[src/rtl/decode_pipe_stage.sv]
// rtl/decode_pipe_stage.sv - registered decode stage: RF, format/immediate decode, load-use stall, halt FSM
// Optional macro FORWARD_WB_EN: bypass write-back data into operands on accept and while held.
module decode_pipe_stage #(
  parameter int XLEN     = 32,
  parameter int NUM_REGS = 32,
  parameter int CNT_W    = 16,
  localparam int RA_W    = $clog2(NUM_REGS)
) (
  input  logic              i_clk,
  input  logic              i_rst,
  input  logic              i_valid,
  output logic              o_ready,
  input  logic [31:0]       i_instr,
  input  logic [XLEN-1:0]   i_pc,
  input  logic              i_flush,
  input  logic              i_wb_en,
  input  logic [RA_W-1:0]   i_wb_addr,
  input  logic [XLEN-1:0]   i_wb_data,
  output logic              o_valid,
  input  logic              i_ready,
  output logic [XLEN-1:0]   o_pc,
  output logic [RA_W-1:0]   o_rs1_addr,
  output logic [RA_W-1:0]   o_rs2_addr,
  output logic [RA_W-1:0]   o_rd_addr,
  output logic [XLEN-1:0]   o_rs1_data,
  output logic [XLEN-1:0]   o_rs2_data,
  output logic [XLEN-1:0]   o_imm,
  output logic [5:0]        o_format,
  output logic [2:0]        o_funct3,
  output logic [6:0]        o_funct7,
  output logic              o_is_load,
  output logic              o_illegal,
  output logic              o_halt,
  output logic [CNT_W-1:0]  o_stall_cnt
);

  localparam logic [31:0] EBREAK = 32'h0010_0073;

  typedef enum logic {RUN, HALTED} state_t;
  state_t state, state_next;

  logic [XLEN-1:0] rf [NUM_REGS];
  logic [6:0]      opcode;
  logic [RA_W-1:0] rs1, rs2, rd;
  logic [5:0]      fmt;
  logic [31:0]     imm32;
  logic [XLEN-1:0] imm_x;
  logic            illegal, is_load, rs2_used, hazard, accept;
  logic [XLEN-1:0] rs1_val, rs2_val;

  assign opcode  = i_instr[6:0];
  assign rs1     = i_instr[15 +: RA_W];
  assign rs2     = i_instr[20 +: RA_W];
  assign rd      = i_instr[7 +: RA_W];
  assign is_load = (opcode == 7'b0000011);

  always_comb begin
    fmt     = 6'b000000;
    imm32   = 32'h0;
    illegal = 1'b0;
    case (opcode)
      7'b0110011: fmt = 6'b000001;
      7'b0010011, 7'b0000011, 7'b1100111, 7'b1110011: begin
        fmt   = 6'b000010;
        imm32 = {{20{i_instr[31]}}, i_instr[31:20]};
      end
      7'b0100011: begin
        fmt   = 6'b000100;
        imm32 = {{20{i_instr[31]}}, i_instr[31:25], i_instr[11:7]};
      end
      7'b1100011: begin
        fmt   = 6'b001000;
        imm32 = {{19{i_instr[31]}}, i_instr[31], i_instr[7], i_instr[30:25], i_instr[11:8], 1'b0};
      end
      7'b0110111, 7'b0010111: begin
        fmt   = 6'b010000;
        imm32 = {i_instr[31:12], 12'h000};
      end
      7'b1101111: begin
        fmt   = 6'b100000;
        imm32 = {{11{i_instr[31]}}, i_instr[31], i_instr[19:12], i_instr[20], i_instr[30:21], 1'b0};
      end
      default: illegal = 1'b1;
    endcase
  end

  assign imm_x    = XLEN'($signed(imm32));
  assign rs2_used = fmt[0] | fmt[2] | fmt[3];

  // Only a load sitting in the output register can create a load-use hazard.
  assign hazard = o_valid & o_is_load & (o_rd_addr != '0) &
                  ((o_rd_addr == rs1) | (rs2_used & (o_rd_addr == rs2)));
  assign o_ready = (!o_valid | i_ready) & !hazard & !i_flush & (state == RUN);
  assign accept  = i_valid & o_ready;
  assign o_halt  = (state == HALTED);

  always_comb begin
    rs1_val = (rs1 == '0) ? '0 : rf[rs1];
    rs2_val = (rs2 == '0) ? '0 : rf[rs2];
`ifdef FORWARD_WB_EN
    if (i_wb_en && i_wb_addr == rs1 && rs1 != '0) rs1_val = i_wb_data;
    if (i_wb_en && i_wb_addr == rs2 && rs2 != '0) rs2_val = i_wb_data;
`endif
  end

  always_comb begin
    state_next = state;
    if (state == RUN && accept && i_instr == EBREAK) state_next = HALTED;
  end

  always_ff @(posedge i_clk) begin
    if (i_rst) state <= RUN;
    else       state <= state_next;
  end

  always_ff @(posedge i_clk) begin
    if (i_rst) begin
      for (int i = 0; i < NUM_REGS; i++) rf[i] <= '0;
    end else if (i_wb_en && i_wb_addr != '0) begin
      rf[i_wb_addr] <= i_wb_data;
    end
  end

  always_ff @(posedge i_clk) begin
    if (i_rst) begin
      o_valid     <= 1'b0;
      o_pc        <= '0;
      o_rs1_addr  <= '0;
      o_rs2_addr  <= '0;
      o_rd_addr   <= '0;
      o_rs1_data  <= '0;
      o_rs2_data  <= '0;
      o_imm       <= '0;
      o_format    <= '0;
      o_funct3    <= '0;
      o_funct7    <= '0;
      o_is_load   <= 1'b0;
      o_illegal   <= 1'b0;
      o_stall_cnt <= '0;
    end else begin
      if (i_flush) begin
        o_valid <= 1'b0;
      end else if (accept) begin
        o_valid    <= 1'b1;
        o_pc       <= i_pc;
        o_rs1_addr <= rs1;
        o_rs2_addr <= rs2;
        o_rd_addr  <= rd;
        o_rs1_data <= rs1_val;
        o_rs2_data <= rs2_val;
        o_imm      <= imm_x;
        o_format   <= fmt;
        o_funct3   <= i_instr[14:12];
        o_funct7   <= i_instr[31:25];
        o_is_load  <= is_load;
        o_illegal  <= illegal;
      end else if (i_ready) begin
        o_valid <= 1'b0;
`ifdef FORWARD_WB_EN
      end else if (o_valid) begin
        if (i_wb_en && i_wb_addr == o_rs1_addr && o_rs1_addr != '0) o_rs1_data <= i_wb_data;
        if (i_wb_en && i_wb_addr == o_rs2_addr && o_rs2_addr != '0) o_rs2_data <= i_wb_data;
`endif
      end
      if (i_valid && hazard && i_ready && !i_flush && o_stall_cnt != '1)
        o_stall_cnt <= o_stall_cnt + 1'b1;
    end
  end

endmodule

[config.mk]
export PLATFORM = sky130hd
export DESIGN_NAME = decode_pipe_stage
export DESIGN_NICKNAME = d
export VERILOG_FILES = /design/src/rtl/decode_pipe_stage.sv
export SDC_FILE = /design/constraint.sdc
export NUM_CORES = 2
export LEC_CHECK = 0
export ABC_AREA = 1
export BUFFER_PORTS_ARGS = -buffer_cell sky130_fd_sc_hd__buf_4
export CELL_PAD_IN_SITES_DETAIL_PLACEMENT = 0
export CELL_PAD_IN_SITES_GLOBAL_PLACEMENT = 1
export CORE_MARGIN = 3
export CORE_UTILIZATION = 40
export DETAILED_ROUTE_END_ITERATION = 16
export PLACE_DENSITY = 0.76
export SETUP_SLACK_MARGIN = 0.2
export SKIP_CTS_REPAIR_TIMING = 1
export SYNTH_ARGS = -nofsm -noshare
export SYNTH_HDL_FRONTEND = slang
export SYNTH_SLANG_ARGS = --single-unit
[constraint.sdc]
create_clock -name i_clk -period 2.55 [get_ports i_clk]
set_input_delay 0.1275 -clock i_clk [delete_from_list [all_inputs] [get_ports i_clk]]
set_output_delay 0.1275 -clock i_clk [all_outputs]
set_load 0.01 [all_outputs]
==> flow_summary.ini <==
[layout]
nets_finish = 9013
area_overhead_vs_synth_pct = 18.33
drive_above_1_share_pct = 9.929

[global_routing]
grt_pass1_vias = 57472
initial_antenna_violation_count = 8
grt.total_usage_pct = 30.84
gr-total-overflow = 0
grt_pass1_wl_microns = 385800
maximum_number_of_pins_on_one_net_before_global_route_repair = 123

[status]
violations = negative hold slack
outcome = finished, violations left

[cts]
clock_insertion_delay_worst_skew_ns = 0.80
tritoncts = built
cts_buf_count = 143
cts.clk_slew.worst_paths_ns = 0.05
cts-root-to-sink-buffers = 3
clk_root_buffer_cell = clkbuf_16
clkSinkCount = 1203
cts_max_level = 4

[synthesis]
synth.top_cells.by_count = nand2_1, nor2_1, edfxtp_1
synth_enable_flop_cells = 1024
yosys_most_used_dff = edfxtp_1
syn_inst = 8690
yosysTopAreaCell = edfxtp_1
synth.lib_cells_used.distinct = 38
synth-seq-area-share_pct = 52.41
post-synth-top-count-cell = nand2_1
post_synth.cell_area_avg_sq_um = 7.538
synth_seq_cells = 1203
synth.yosys.warnings = 0
synth-async-reset-ratio_pct = 0
netlist_area_sq_mm = 0.06551
synth.area.top_cells = edfxtp_1, nand2_1, nor2_1
synth_top_area_share_pct = 46.94

[power]
pwr_cell_area_mw_per_mm2 = 658.4
vdd_drop_max_mv = 0.6265
leak_pwr_nw = 34.64

[sta]
timing.final.ws_setup_ns = 0.3936
fmax_mhz = 463.7
final.period_utilization_pct = 84.57
final-max-slew-violation-count = 0
max-slew-margin-rel_pct = 36.98
clock_skew_ns = 0.02969
max_slew.worst_pin.slew_ns = 0.9453
hold_slack_ns = -0.0002017
finalHoldViolCount = 1
setup-tns-final_ns = 0
setup_repair_after_global_routing_missed_its_margin = false
setup_violations = 0
timing.final.crit_period_ns = 2.156

[place]
dp_slack_ns = 0.1624
io_buffers = 286
globalplace.congestion = 0.9009
dpl.hpwl_microns = 160300

[critical_path]
crit_arrival_ns = 2.03
timing_worst_setup_path_type = reg -> out
crit_path_max_fanout = 5
critPathLaunchType = flop
critical_path_rt_ns = 2.42
critPathCaptureType = primary output

[die]
initial_utilization_pct = 40.52
dieWidth_microns = 410.7
design.core.area_sq_mm = 0.1617
floorplan.die.height_microns = 410.7
top_level_i_o_count = 287
num_rows = 147
die_area_sq_mm = 0.1687

[detailed_routing]
num_vias = 61847
drt-pass1-iter-count = 6
wl_microns = 267700
first_iter_violations = 8652
route.detailed.drc = 0
route.detailed.vias_per_inst = 5.529
routedWlPerCell_microns = 23.93
postRouteAntennaNets = 0

[hold_path]
worstHoldPathType = in -> reg

[flow_run]
timing.max_cap.violations = 0
[cells by family (layout without fill, tap and decap cells)]
logic type / count (synthesis) / in the layout / share of synthesized area [%]
and+or+nand+nor: 5266 / 5266 / 32.08
adders and majority gates: 1 / 1 / 0.01910
buffers and inverters: 1446 / 1749 / 8.939
xor gates and xnor gates: 17 / 17 / 0.2273
DFF: 1203 / 1203 / 52.41
other: 1 / 33 / 0.005725
AOI/OAI and AO/OA: 756 / 756 / 6.316
[per-layer routing]
metal  vias to the layer above  share of wire (%)  global-route usage [%]  wire (microns)
met5                         -              0.014                       0              38
met4                         6                5.2                   14.95           14020
met3                       650                 11                   5.510           28650
met2                      3668                 44                   48.13          118800
met1                     29376                 40                   41.42          106300
li1                      28147                  -                       -               -
[cell type report]
| cell class | count | area [sq um] |
|---|---|---|
| timing repair buffer | 707 | 7098 |
| clock inverter | 56 | 623.1 |
| clock buffer | 208 | 4224 |
| antenna | 1 | 2.502 |
| fill | 15616 | 84160 |
| multi-input combinational | 6072 | 25570 |
| sequential | 1203 | 34340 |
| inverter | 778 | 2960 |
| tap | 2160 | 2703 |
[cells in the final DEF, fill, tap and decap left out, types with 5 or more instances in the layout]
master,synthesis,layout
nor3_1,20,20
inv_1,766,765
nor4_1,6,6
nand2_1,2858,2816
conb_1,1,32
nor2_4,3,6
clkbuf_16,0,151
o31ai_1,7,7
clkinv_8,0,6
dlygate4sd3_1,0,101
dfxtp_1,179,177
nand4_1,27,27
nor2_1,1502,1500
nand2_2,1,43
o211ai_1,132,132
edfxtp_1,1024,1024
clkinv_2,1,21
buf_12,0,120
xnor2_1,9,9
inv_6,0,6
o21ai_0,275,275
bufinv_16,0,10
clkbuf_8,0,24
buf_4,33,481
inv_2,8,5
clkinv_1,2,14
clkbuf_1,333,33
xor2_1,8,8
a21oi_1,337,337
nand3_1,838,838
[worst max-delay path: stages, from the launching register on]
cell	delay, ns
dfxtp_1	0.41
xnor2_1	0.15
nand2_1	0.07
nor2_1	0.10
nand2_1	0.06
nand2_1	0.10
nand2_2	0.11
nand2_1	0.08
inv_1	0.04
buf_4	0.14
[through the flow]
stage | instance area (sq um) | hold WS [ns] | power [W] | instances | util [%]
CTS | 76500 | -0.5147 | 0.05109 | 11083 | 47.32
detailed placement | 71650 | 0.3285 | 0.03002 | 10819 | 44.32
finish | 77510 | -0.0002017 | 0.05103 | 11185 | 47.95
global route | 77510 | 0.009383 | 0.05274 | 11184 | 47.94
floorplan | 65620 | 0.2003 | 0.02695 | 8721 | -
global placement | 71650 | 0.3243 | 0.02995 | 10819 | 44.32
[registers in the layout, indices dropped and copies added (netlist names), 3 cells and up]
name and cells:
o_rs1_addr 5, o_rs2_addr 5, o_rd_addr 5, o_pc 32, o_imm 32, o_rs1_data 32, o_funct7 7, o_stall_cnt 16
o_funct3 3, o_format 6, rf 1024, o_rs2_data 32
[final timing paths]
path                 from           to  slack, ns  cells past startpoint
max          o_rd_addr[4]      o_ready       0.39                      9
min            i_instr[3]  o_format[1]    -0.0002                      6
max reg2reg  o_rd_addr[2]  o_funct3[2]       0.44                     10
min reg2reg      o_pc[10]     o_pc[10]       0.46                      2
[report_power, final]
| part | switching, W | internal, W | leakage, nW |
|---|---|---|---|
| Clock | 0.00860 | 0.0126 | 2.39 |
| Combinational | 0.00486 | 0.00215 | 21.1 |
| Sequential | 0.000525 | 0.0223 | 11.2 |
(Power assumes the default switching activity.)
